**src/rtl/down_counter_sched_if.sv**
```systemverilog
// Bundle of request/grant/count signals between the requesters and the shared
// countdown scheduler.
interface down_counter_sched_if #(
    parameter int NREQ = 4,
    parameter int CW   = 4,
    parameter int IW   = 2
);
    logic [NREQ-1:0]    req;
    logic [NREQ*CW-1:0] load_val;
    logic               pause;
    logic [NREQ-1:0]    grant;
    logic [NREQ-1:0]    done;
    logic [CW-1:0]      count;
    logic               busy;
    logic [IW-1:0]      owner;

    modport master (
        output req, load_val, pause,
        input  grant, done, count, busy, owner
    );

    modport slave (
        input  req, load_val, pause,
        output grant, done, count, busy, owner
    );
endinterface

```
**src/rtl/down_counter_sched.sv**
```systemverilog
// One CW-bit countdown timer time-shared among NREQ requesters through a
// round-robin arbiter; the owner gets a one-cycle done pulse at zero.
module down_counter_sched #(
    parameter int NREQ = 4,
    parameter int CW   = 4,
    parameter int IW   = 2
) (
    input logic                 clk,
    input logic                 rst,
    down_counter_sched_if.slave bus
);
    typedef enum logic [1:0] {IDLE, RUN, DONE} state_t;

    localparam logic [NREQ-1:0] ONE_HOT0 = NREQ'(1);

    state_t          state, state_d;
    logic [NREQ-1:0] grant_q, grant_d;
    logic [NREQ-1:0] done_q, done_d;
    logic [CW-1:0]   count_q, count_d;
    logic [IW-1:0]   owner_q, owner_d;
    logic [IW-1:0]   ptr_q, ptr_d;
    logic [IW-1:0]   sel;
    logic            found;
    logic [CW-1:0]   sel_val;

    // Round-robin pick: scan ptr+1, ptr+2, ... so the last owner comes last.
    always_comb begin
        found = 1'b0;
        sel   = '0;
        for (int k = 1; k <= NREQ; k++) begin
            if (!found && bus.req[(int'(ptr_q) + k) % NREQ]) begin
                found = 1'b1;
                sel   = IW'((int'(ptr_q) + k) % NREQ);
            end
        end
    end

    assign sel_val = bus.load_val[sel*CW +: CW];

    // NOTE: sequential state uses non-blocking assignments so every register
    // samples the pre-edge values regardless of statement order.
    always_ff @(posedge clk or posedge rst) begin
        if (rst) begin
            state   <= IDLE;
            grant_q <= '0;
            done_q  <= '0;
            count_q <= '0;
            owner_q <= '0;
            ptr_q   <= IW'(NREQ - 1);
        end else begin
            state   <= state_d;
            grant_q <= grant_d;
            done_q  <= done_d;
            count_q <= count_d;
            owner_q <= owner_d;
            ptr_q   <= ptr_d;
        end
    end

    always_comb begin
        state_d = state;
        case (state)
            IDLE: if (found) state_d = (sel_val == '0) ? DONE : RUN;
            RUN: begin
                if (!bus.req[owner_q])                          state_d = IDLE;
                else if (!bus.pause && count_q == CW'(1))       state_d = DONE;
            end
            DONE:    state_d = IDLE;
            default: state_d = IDLE;
        endcase
    end

    // NOTE: every signal gets a default before the case so no path leaves it
    // unassigned, which would otherwise infer a latch.
    always_comb begin
        grant_d = grant_q;
        count_d = count_q;
        owner_d = owner_q;
        ptr_d   = ptr_q;
        done_d  = '0;
        case (state)
            IDLE: begin
                if (found) begin
                    owner_d = sel;
                    grant_d = ONE_HOT0 << sel;
                    count_d = sel_val;
                end
            end
            RUN: begin
                // Abort outranks pause and decrement.
                if (!bus.req[owner_q]) begin
                    grant_d = '0;
                    count_d = '0;
                    ptr_d   = owner_q;
                end else if (!bus.pause && count_q != '0) begin
                    count_d = count_q - CW'(1);
                end
            end
            DONE: begin
                grant_d = '0;
                ptr_d   = owner_q;
            end
            default: begin
                grant_d = '0;
                count_d = '0;
            end
        endcase
        if (state_d == DONE) done_d = grant_d;
    end

    assign bus.grant = grant_q;
    assign bus.done  = done_q;
    assign bus.count = count_q;
    assign bus.owner = owner_q;
    assign bus.busy  = (state != IDLE);
endmodule

```
**src/flat_wrapper.sv**
```systemverilog
// flat-port wrapper written by rule: the top's interface ports become plain ports
module down_counter_sched_flat 
#(
    parameter int NREQ = 4,
    parameter int CW   = 4,
    parameter int IW   = 2
)
  (clk, rst, bus_req, bus_load_val, bus_pause, bus_grant, bus_done, bus_count, bus_busy, bus_owner);
  down_counter_sched_if #(.NREQ(NREQ), .CW(CW), .IW(IW)) bus_i ();
  input logic clk;
  input logic rst;
  input wire logic [$bits(bus_i.req)-1:0] bus_req;
  input wire logic [$bits(bus_i.load_val)-1:0] bus_load_val;
  input wire logic [$bits(bus_i.pause)-1:0] bus_pause;
  output wire logic [$bits(bus_i.grant)-1:0] bus_grant;
  output wire logic [$bits(bus_i.done)-1:0] bus_done;
  output wire logic [$bits(bus_i.count)-1:0] bus_count;
  output wire logic [$bits(bus_i.busy)-1:0] bus_busy;
  output wire logic [$bits(bus_i.owner)-1:0] bus_owner;
  assign bus_i.req = bus_req;
  assign bus_i.load_val = bus_load_val;
  assign bus_i.pause = bus_pause;
  assign bus_grant = bus_i.grant;
  assign bus_done = bus_i.done;
  assign bus_count = bus_i.count;
  assign bus_busy = bus_i.busy;
  assign bus_owner = bus_i.owner;
  down_counter_sched #(.NREQ(NREQ), .CW(CW), .IW(IW)) u_core (.clk(clk), .rst(rst), .bus(bus_i));
endmodule
```
**config.mk**
```make
export PLATFORM = sky130hd
export DESIGN_NAME = down_counter_sched_flat
export DESIGN_NICKNAME = d
export VERILOG_FILES = /design/src/rtl/down_counter_sched_if.sv /design/src/rtl/down_counter_sched.sv /design/src/flat_wrapper.sv
export SDC_FILE = /design/constraint.sdc
export NUM_CORES = 1
export LEC_CHECK = 0
export ABC_AREA = 1
export CAP_MARGIN = 15
export CORE_MARGIN = 8
export CORE_UTILIZATION = 50
export CTS_CLUSTER_DIAMETER = 40
export DETAILED_ROUTE_END_ITERATION = 6
export PLACE_DENSITY = 0.87
export RECOVER_POWER = 100
export SLEW_MARGIN = 10
export SYNTH_ARGS = -nofsm -noshare
export SYNTH_HDL_FRONTEND = slang
export SYNTH_SLANG_ARGS = --single-unit
```
**constraint.sdc**
```tcl
create_clock -name clk -period 6.51 [get_ports clk]
set_clock_uncertainty 0.05 [all_clocks]
set_input_delay 0.651 -clock clk [delete_from_list [all_inputs] [get_ports clk]]
set_output_delay 0.651 -clock clk [all_outputs]
set_load 0.01 [all_outputs]
```
* After elaboration in Yosys (flattened, before gate mapping)
Cells that the tools add are included.
** Storage, ports and cells
- Register bits :: 18
- Bits of input ports :: 23
- Output and inout bits :: 15
** Cells by class
- Add/subtract/negate cells :: 5
- Magnitude comparators :: 5
- Eq/ne operators :: 7
- Shifts and indexed selects :: 2
- Muxes and demuxes :: 37
- Bitwise gates (word level) :: 5
- Reduce and logical (&&, ||, !) cells :: 21
** Operators by type and width (count)
- two-way mux 4 bit :: 6
- two-way mux 2 bit :: 9
- less-than comparator 3 x 4 -> 1 bit (second input constant) :: 4
- indexed part select 16 x 5 -> 4 bit :: 1
- two-way mux 1 bit :: 13
- case mux 4 bit (3 select lines) :: 1
- binary-select mux 1 bit (select 2 bit) :: 5
- case mux 2 bit (2 select lines) :: 2
- case mux 4 bit (2 select lines) :: 1
- OR reduction 2 bit :: 4
- logical AND 1 bit :: 5
- adder 2 x 1 -> 2 bit (second input constant) :: 2
- adder 2 bit (second input constant) :: 2
- bitwise AND 1 bit (first input constant) :: 4
- equality test 2 bit (second input constant) :: 2
- equality test 4 x 1 -> 1 bit (second input constant) :: 1
- logical NOT 1 bit :: 4
- logical NOT 4 bit :: 1
- AND reduction 2 bit :: 2
- nonzero test 2 bit :: 2
- nonzero test 4 bit :: 1
- left shift 1 x 2 -> 4 bit (first input constant) :: 1
- subtractor 4 x 1 -> 4 bit (second input constant) :: 1
- less-than comparator 2 x 3 -> 1 bit (second input constant) :: 1
- other kinds (7) :: 7

* Depth between registers and ports, before layout
Gate-level depths: netlist of the first run.
- Depth in word-level cells :: 23
- Gate-level depth with buffers :: 19
- Depth with buffers taken out :: 18

* Least setup slack after synthesis of the first run
No wires, ideal clock.
- Path type :: input to register
- From :: in bus_req[2]
- To :: reg u_core.done_q[0] (netlist: u_core.bus.done[0])
- Arrival time :: 1992 ps
- Required time :: 6383 ps
- Slack :: 4391 ps
- Cell stages on the path :: 16
- Cells stage by stage :: inv_1 nand2_1 nand3_1 nand2_2 nor2_8 nand3_4 nand2_4 nand2_4 buf_6 nand2_1 nand2_1 nand2_1 nand2_1 nor2_2 nand3_2 a21oi_1
** On the way
- Cells in the longest elaborated chain, start to end :: 20
- Elaborated cells between the ends (all ways) :: 40
** RTL lines
- start: declaration :: RTL line flat_wrapper.sv:12 : input wire logic [$bits(bus_i.req)-1:0] bus_req;
- binary-select mux 1 bit (select 2 bit) :: RTL line down_counter_sched.sv:31 : if (!found && bus.req[(int'(ptr_q) + k) % NREQ]) begin
- two-way mux 1 bit (not written as such) (2 in a row) :: RTL line down_counter_sched.sv:31
- two-way mux 1 bit :: RTL line down_counter_sched.sv:31
- logical NOT 1 bit :: RTL line down_counter_sched.sv:31
- logical AND 1 bit :: RTL line down_counter_sched.sv:31
- two-way mux 1 bit :: RTL line down_counter_sched.sv:31
- logical NOT 1 bit :: RTL line down_counter_sched.sv:31
- logical AND 1 bit :: RTL line down_counter_sched.sv:31
- [3 not listed]
- two-way mux 2 bit :: RTL line down_counter_sched.sv:31
- indexed part select 16 x 5 -> 4 bit :: RTL line down_counter_sched.sv:38 : assign sel_val = bus.load_val[sel*CW +: CW];
- logical NOT 4 bit :: RTL line down_counter_sched.sv:63 : IDLE: if (found) state_d = (sel_val == '0) ? DONE : RUN;
- two-way mux 2 bit (2 in a row) :: RTL line down_counter_sched.sv:63
- case mux 2 bit (2 select lines) :: RTL line down_counter_sched.sv:62 : case (state)
- equality test 2 bit :: RTL line down_counter_sched.sv:108 : if (state_d == DONE) done_d = grant_d;
- two-way mux 4 bit (*) :: RTL line down_counter_sched.sv:108
- via u_core.done_d[0] :: RTL line down_counter_sched.sv:18 : logic [NREQ-1:0] done_q, done_d;
- end signal: assignment :: RTL line down_counter_sched.sv:53 : done_q <= done_d;
- end: declaration :: RTL line down_counter_sched.sv:18
Mark *: on every way through the listed nets, which the timed path passes. The rest lies on a longest branch. The select of a mux whose other input is x is not followed.
A chain may end at the register's enable or synchronous reset.

* Worst setup path in the final report of the first run
- From :: in bus_req[2]
- To :: reg u_core.done_q[2] (netlist: u_core.bus.done[2])
The elaborated chain is that of the path after synthesis.

==> summary.txt, run 1 <==
Status
  – Outcome: finished, final reports clean

STA
  – Final Max Tran Viols: 0
  – Max frequency: 0.3491 GHz
  – Setup repair after global routing missed its margin: no
  – Worst Tran Pin Value: 0.6680 ns
  – Share of the clock period used by the worst path: ~44%
  – Worst hold margin: approximately 0.48 ns
  – Slew Limit Headroom: between 50 and 60%
  – Number of hold violations in the final report: 0
  – Setup Viol. Count Final: 0
  – Total negative slack: 0 ns
  – Final min period: 2.865 ns

Cells and area
  – Register area: 452.9 um^2
  – Multi-input gate area: 733.2 um^2
  – Count of antenna diodes in the layout: 0
  – Area delta synth->final: 30.27%
  – Fill count: 217
  – Final nets: roughly 260
  – Layout cells sized above 1: under 10%

Clocking
  – Root Driver: clkbuf_4
  – Maximum level of the CTS H-tree: 1
  – Quantity of hold-fixing buffers added after cts: 0
  – CTS max path bufs: 2
  – CTS tree: built
  – Clock latency on the worst-skew pair: 0.29 ns
  – Post-cts gate resize count: 0
  – Clock transition at path regs: approximately 0.1 ns
  – Setup Buffers After CTS: 0
  – Total clock buffers created by CTS: 3
  – Sink Count: 18

Setup path
  – Crit Path Class: in2reg
  – CP required: 6.64 ns
  – Critical-path maximum fanout: 8
  – Crit. End Element: flip-flop
  – Reg2reg path depth: 15
  – Category of the worst setup path launch point: primary input
  – Worst r2r src: u_core.ptr_q[1]
  – Worst R2R End: u_core.bus.done[2]
  – Worst R2R Setup Slack: 3.83 ns
  – Critical path arrival: about 3.0 ns

Floorplan
  – Number of placement rows: 18
  – Die Y: just under 70 um
  – Starting density of the core: 53.40%
  – Die area: 4579 um^2
  – Core outline area: between 2000 and 2500 um^2
  – Horiz. Die Dim: 67.67 um
  – Io pins: 38

Routing
  – Sum of routed wire length over all layers: between 3 and 4 mm
  – Routed vias: 1373
  – DRC errors left: 0
  – Antenna Violating Nets Remaining: 0
  – Drt pass-1 iters: 4
  – Initial DRC count: slightly above 80
  – Routed length per placed instance: 12.52 um
  – Routed via count divided by cell count: 5.162

GRT
  – Maximum number of pins on one net before global-route repair: 19
  – First-pass GRT wire length: roughly 5.7 mm
  – Congestion Overflow GR: 0
  – GRT Resource Usage Total: 15.85%
  – Antenna violations before repair: 0
  – Via count of the first global-routing pass: ~1.3k

Logic synthesis
  – Count of flip-flops with a built-in enable after synthesis: 0
  – Synth unique cells: 26
  – Instance count of the mapped netlist: 196
  – Count of state elements after synthesis: 18
  – Total standard cell area after synthesis: 1335 um^2
  – Most instantiated flip-flop cell in the synthesis netlist: dfrtp_1
  – Mean instance size in the synthesized netlist: 6.811 um^2
  – Async set-reset flop share out of synthesis: between 90% and 100%
  – Share of the yosys chip area belonging to registers: between 30% and 40%
  – Ys Warns: 0
  – Synthesized Nets: ~220

Flow run
  – # Max-Cap Violations: 0

Worst hold path
  – Number of stages on the worst hold path: 2
  – Endpoint, Worst Hold: u_core.ptr_q[1]
  – Hold Startpoint: u_core.bus.owner[1]
  – Tightest Hold Check Type: reg2reg

Pwr
  – Pleak: 0.9219 nW
  – Part of the total power dissipated in combinational logic: slightly above 70%
  – Sequential share of power: 21.1%
  – Switching pwr: 0.4923 mW
  – Internal power summed over all cells: 0.4209 mW
  – Switching fraction of total power: 53.91%
  – Pwr/cell area: between 500 and 600 nW/um^2
  – Portion of total power attributed to the clock network: 7.5%
  – Maximum resistive drop on vdd: approximately 0.00029 V

Place
  – Number of port buffers: 37
  – Detail Placement HPWL: 2.693 mm
  – Weighted congestion at the end of routability-driven global placement: 0.8872
==> registers in the layout, indices dropped and copies added (netlist names) <==
| name | count |
|---|---|
| u_core.bus.count | 4 |
| u_core.bus.done | 4 |
| u_core.bus.grant | 4 |
| u_core.bus.owner | 2 |
| u_core.ptr_q | 2 |
| u_core.state | 2 |
==> metrics by stage <==
stage               worst slack [ns]  utilization, %  instance area [um^2]  power [mW]  std cells
finish                         3.645           69.57                  1739      0.9132        266
CTS                            4.016           70.72                  1768      0.9590        266
detailed placement             3.729           69.27                  1732      0.8858        262
floorplan                      4.391               -                  1335      0.7170        196
global route                   3.432           69.57                  1739       1.016        266
global placement               3.761           69.27                  1732      0.8728        262
==> cells in the mapped netlist, types with 2 or more instances <==
library cell	n	share of area, %
nand2_1	73	21
a22oi_1	4	2.2
nor2_1	10	2.8
o22ai_1	2	0.94
o21ai_0	5	1.9
inv_2	4	1.1
a31oi_1	2	0.94
nand3b_1	2	1.1
nand2_4	3	2.5
nand3_1	12	4.5
inv_1	25	7.0
ha_1	3	2.8
nand2_2	8	3.7
o21ai_1	3	1.1
nand4_1	3	1.4
dfstp_2	2	3.9
nand3_2	2	1.5
dfrtp_1	16	30
a21oi_1	8	3.0
nor2_2	3	1.4
==> how the worst max path moves through the flow <==
stage | end | slack [ns] | from
2_1_floorplan | u_core.bus.done[0] | 4.39 | bus_req[2]
3_3_place_gp | u_core.bus.done[2] | 3.76 | bus_req[3]
3_5_place_dp | u_core.bus.done[1] | 3.73 | bus_req[3]
4_1_cts | u_core.bus.done[2] | 4.02 | bus_req[3]
5_1_grt | u_core.bus.done[2] | 3.43 | bus_req[2]
6_report | u_core.bus.done[2] | 3.65 | bus_req[2]
==> area by class of cell <==
type                    instances  area share (%)
clock buffers                   4           2.086
multi-input cells             148           42.16
inverters                      29           6.259
repair buffers                 37           21.29
flip-flops and latches         18           26.04
well taps                      30           2.158
==> metal layers <==
| layer | routed length [um] | global-route usage, % |
|---|---|---|
| met4 | 38 | 5.222 |
| met5 | 0 | 0 |
| met2 | 1493 | 25.21 |
| met3 | 289 | 6.457 |
| met1 | 1507 | 18.99 |
==> cells by family after synthesis <==
logic type | after synthesis | share of synthesized area, %
flops | 18 | 33.93
buf+inv | 30 | 8.997
xor+xnor | 1 | 0.6562
simple gates | 118 | 42.36
fa+ha+maj | 3 | 2.812
compound gates | 26 | 11.25
==> layout by cell type, fill, tap and decap left out, types with 4 or more instances in the layout <==
master / Yosys / layout
nand3_1: 12 / 14
clkdlybuf4s50_1: 0 / 20
dfrtp_1: 16 / 16
a22oi_1: 4 / 4
nor2_1: 10 / 11
nand2_2: 8 / 7
dlygate4sd3_1: 0 / 17
a21oi_1: 8 / 8
o21ai_0: 5 / 8
nand2_1: 73 / 74
inv_1: 25 / 26
==> critical path, cell delays in order <==
cell	delay (ns)
dlygate4sd3_1	0.55
inv_1	0.07
nand2_1	0.07
nand3_1	0.11
nand2_1	0.07
nor2_1	0.28
nand3_1	0.11
nand3_1	0.25
inv_1	0.17
nand3b_1	0.12
nand2_1	0.05
nor2_1	0.19
nor2_2	0.06
nand3_1	0.15
a21oi_1	0.10
==> power groups by stage <==
stage               Combinational [mW]  Clock [mW]  Sequential (mW)
finish                           0.652      0.0682            0.193
global placement                 0.678           0            0.195
CTS                              0.696      0.0700            0.193
detailed placement               0.691           0            0.195
global route                     0.743      0.0754            0.197
floorplan                        0.516           0            0.201
Power figures use the tool's default switching activity.
==> inputs of run 2 (changes only) <==
Settings changed: CORE_UTILIZATION 50 to 43, PLACE_DENSITY 0.87 to 0.8.
Clock period 6.51 ns to 2.5 ns, I/O delays scaled along.
==> run 2 against run 1 <==
  * Worst setup slack worse by 3.4 ns
  * Register-to-register slack lost 3.6 ns
  * Worst hold slack worse by 0.039 ns
  * First-iteration DRC count decreased by 38%
  * Die area up 12%
  * Critical path type is now reg2reg
  * Sequential cell count stayed put
  * Cell area grew 4.5%
==> summary.txt, run 2 (synthesis results as in run 1) <==
Floorplan
  – Horiz. Die Dim: 71.72 um (was 67.67 um)
  – Io pins: 38 (unchanged)
  – Number of placement rows: 20 (was 18)
  – Starting density of the core: 44.46% (was 53.40%)
  – Core outline area: 3003 um^2 (was 2500 um^2)
  – Die Y: 71.72 um (was 67.67 um)
  – Die area: 5144 um^2 (was 4579 um^2)

Routing
  – Routed via count divided by cell count: 4.901 (was 5.162)
  – Sum of routed wire length over all layers: 3.286 mm (was 3.329 mm)
  – Routed vias: 1343 (was 1373)
  – Antenna Violating Nets Remaining: 0 (unchanged)
  – Initial DRC count: 51 (was 82)
  – Drt pass-1 iters: 4 (unchanged)
  – DRC errors left: 0 (unchanged)
  – Routed length per placed instance: 11.99 um (was 12.52 um)

STA
  – Share of the clock period used by the worst path: between 90 and 100%
  – Final Worst Setup Slack: 0.2380 ns (was 3.645 ns)
  – Max frequency: 0.4421 GHz
  – Number of hold violations in the final report: 0 (unchanged)
  – Setup Viol. Count Final: 0 (unchanged)
  – Final Max Tran Viols: 0 (unchanged)
  – Slew Limit Headroom: 54.81% (was 55.42%)
  – Total negative slack: 0 ns (unchanged)
  – Setup repair after global routing missed its margin: no (unchanged)
  – Worst Tran Pin Value: 0.6771 ns (was 0.6680 ns)
  – Final min period: 2.262 ns

Setup path
  – Crit. End Element: flip-flop (unchanged)
  – Cell occurring most often along the worst timing path: nand2_1 (was nand3_1)
  – CP required: 2.67 ns (was 6.64 ns)
  – Crit Path Class: reg2reg (was in2reg)
  – Count of buffer and inverter cells on the critical path: 1 (was 3)
  – Critical Path Max Stage Delay: 0.57 ns (was 0.55 ns)
  – Cell Chain, Critical Path: inv_1 -> nand2_1 -> nand2_2 -> nand2_2 -> nand2_4 -> nor2_8 -> nand3_4 -> nand2_4 -> nand2_4 -> nand2_1 -> nand2_1 -> nand2_1 -> nand2_1 -> nor2_2 -> nand3_2 -> a21oi_1 (was dlygate4sd3_1 -> inv_1 -> nand2_1 -> nand3_1 -> nand2_1 -> nor2_1 -> nand3_1 -> nand3_1 -> inv_1 -> nand3b_1 -> nand2_1 -> nor2_1 -> nor2_2 -> nand3_1 -> a21oi_1)
  – Category of the worst setup path launch point: flip-flop (was primary input)
  – Kind of cell adding the most delay to the critical path: simple AND/OR/NAND/NOR gates (unchanged)
  – Critical-path top delay cell: dfstp_2 (was dlygate4sd3_1)
  – Critical-path maximum fanout: 13 (was 8)
  – Critical path arrival: 2.43 ns (was 3.00 ns)

GRT
  – Via count of the first global-routing pass: 1249 (was 1323)
  – Congestion Overflow GR: 0 (unchanged)
  – GRT Resource Usage Total: 12.99% (was 15.85%)
  – Antenna violations before repair: 0 (unchanged)
  – First-pass GRT wire length: 5.540 mm (was 5.678 mm)
  – Maximum number of pins on one net before global-route repair: 19 (unchanged)

Cells and area
  – Layout cells sized above 1: 13.69% (was 9.746%)
  – Fraction of the core area covered by cells at the end of the flow: 60.50% (was 69.57%)
  – Commonest non-fill, non-tap cells in the layout: 73 x nand2_1, 26 x inv_1, 21 x clkdlybuf4s50_1 (was 74 x nand2_1, 26 x inv_1, 20 x clkdlybuf4s50_1)
  – Count of antenna diodes in the layout: 0 (unchanged)
  – Most frequent standard cell in the layout excluding fill and tap cells: nand2_1 (unchanged)
  – Final Instance Area: 1817 um^2 (was 1739 um^2)
  – Fill count: 282 (was 217)
  – Area delta synth->final: 36.08% (was 30.27%)
  – Final nets: 268 (was 263)

Clocking
  – CTS tree: built (unchanged)
  – Sink Count: 18 (unchanged)
  – Quantity of hold-fixing buffers added after cts: 0 (unchanged)
  – Total clock buffers created by CTS: 3 (unchanged)
  – Clock latency on the worst-skew pair: 0.29 ns (about the same)
  – CTS max path bufs: 2 (unchanged)
  – Clock transition at path regs: 0.11 ns (was 0.10 ns)
  – Root Driver: clkbuf_4 (unchanged)
  – Maximum level of the CTS H-tree: 1 (unchanged)

Pwr
  – Pwr/cell area: 1381 nW/um^2 (was 525.1 nW/um^2)
  – Portion of total power attributed to the clock network: 7.3% (was 7.5%)
  – Pleak: 0.9634 nW (was 0.9219 nW)
  – Switching pwr: 1.323 mW (was 0.4923 mW)
  – Sequential share of power: 19.2% (was 21.1%)
  – Internal power summed over all cells: 1.185 mW (was 0.4209 mW)
  – Part of the total power dissipated in combinational logic: 73.5% (was 71.4%)
  – Switching fraction of total power: 52.77% (was 53.91%)
  – Maximum resistive drop on vdd: 0.0006428 V (was 0.0002942 V)

Place
  – Number of port buffers: 37 (unchanged)
  – Setup Slack @ Placement: 0.1449 ns (was 3.729 ns)
  – Weighted congestion at the end of routability-driven global placement: 0.8765 (was 0.8872)
  – Detail Placement HPWL: 2.678 mm (was 2.693 mm)
  – Cell area after placement: 1750 um^2 (was 1732 um^2)

Flow run
  – # Max-Cap Violations: 0 (unchanged)

Status
  – Outcome: finished, final reports clean (unchanged)

Worst hold path
  – Tightest Hold Check Type: in2async (was reg2reg)
-- run 2: cell count changes in the layout (fill, tap and decap cells not counted), moves of 2 or more --
cell     previous run  this run
buf_4               0         5
nand3_1            14        12
nand3_2             0         2
nor2_1             11         9
o21ai_0             8         6
o21ai_1             0         2
-- run 2: area by class of cell --
type,count,area (um^2),share of cell area (%)
multi-input combinational,148,769.5,42.36
timing repair buffer,42,407.9,22.45
sequential,18,452.9,24.93
clock buffer,4,36.28,1.997
inverter,29,108.9,5.992
tap,33,41.29,2.273
-- run 2: power by group through the flow --
stage	registers (mW)	logic (mW)	clock network [mW]
4_1_cts	0.500	1.83	0.185
3_5_place_dp	0.505	1.82	0
3_3_place_gp	0.504	1.80	0
6_report	0.482	1.84	0.182
5_1_grt	0.498	2.10	0.201
2_1_floorplan	0.522	1.34	0
-- run 2: stage by stage --
step                      hold WS (ns)  std cells  total power, mW
after floorplan                 0.1371        196            1.867
after global placement          0.4574        267            2.302
after detailed placement        0.4670        267            2.321
after CTS                       0.3310        271            2.513
after global routing            0.5040        274            2.795
final                           0.4380        274            2.508
-- run 2: what timing repair did --
item | CTS | global route
endpoints found under the setup margin | 0 | 7
resized for setup | 0 | 2
buffers inserted | 0 | 3
-- run 2: layer usage --
metal  vias up  track usage, %  part of all wire (%)
met5         -               0                     0
met4         0           2.041                  0.43
met3         2           3.487                   4.7
met2        25           22.47                    49
met1       599           15.83                    46
li1        717               -                     -
-- run 2: path summary, 6_finish.rpt --
path	startpoint	end	slack, ns	cells after the start
worst max-delay path	u_core.ptr_q[1]	u_core.bus.done[3]	0.24	16
worst max register to register	u_core.ptr_q[1]	u_core.bus.done[3]	0.24	16
worst min-delay path	rst	u_core.bus.count[1]	0.44	2
worst min register to register	u_core.bus.owner[1]	u_core.ptr_q[1]	0.49	2
max in group asynchronous	rst	u_core.bus.count[3]	1.53	2
min in group clk	u_core.bus.owner[1]	u_core.ptr_q[1]	0.49	2
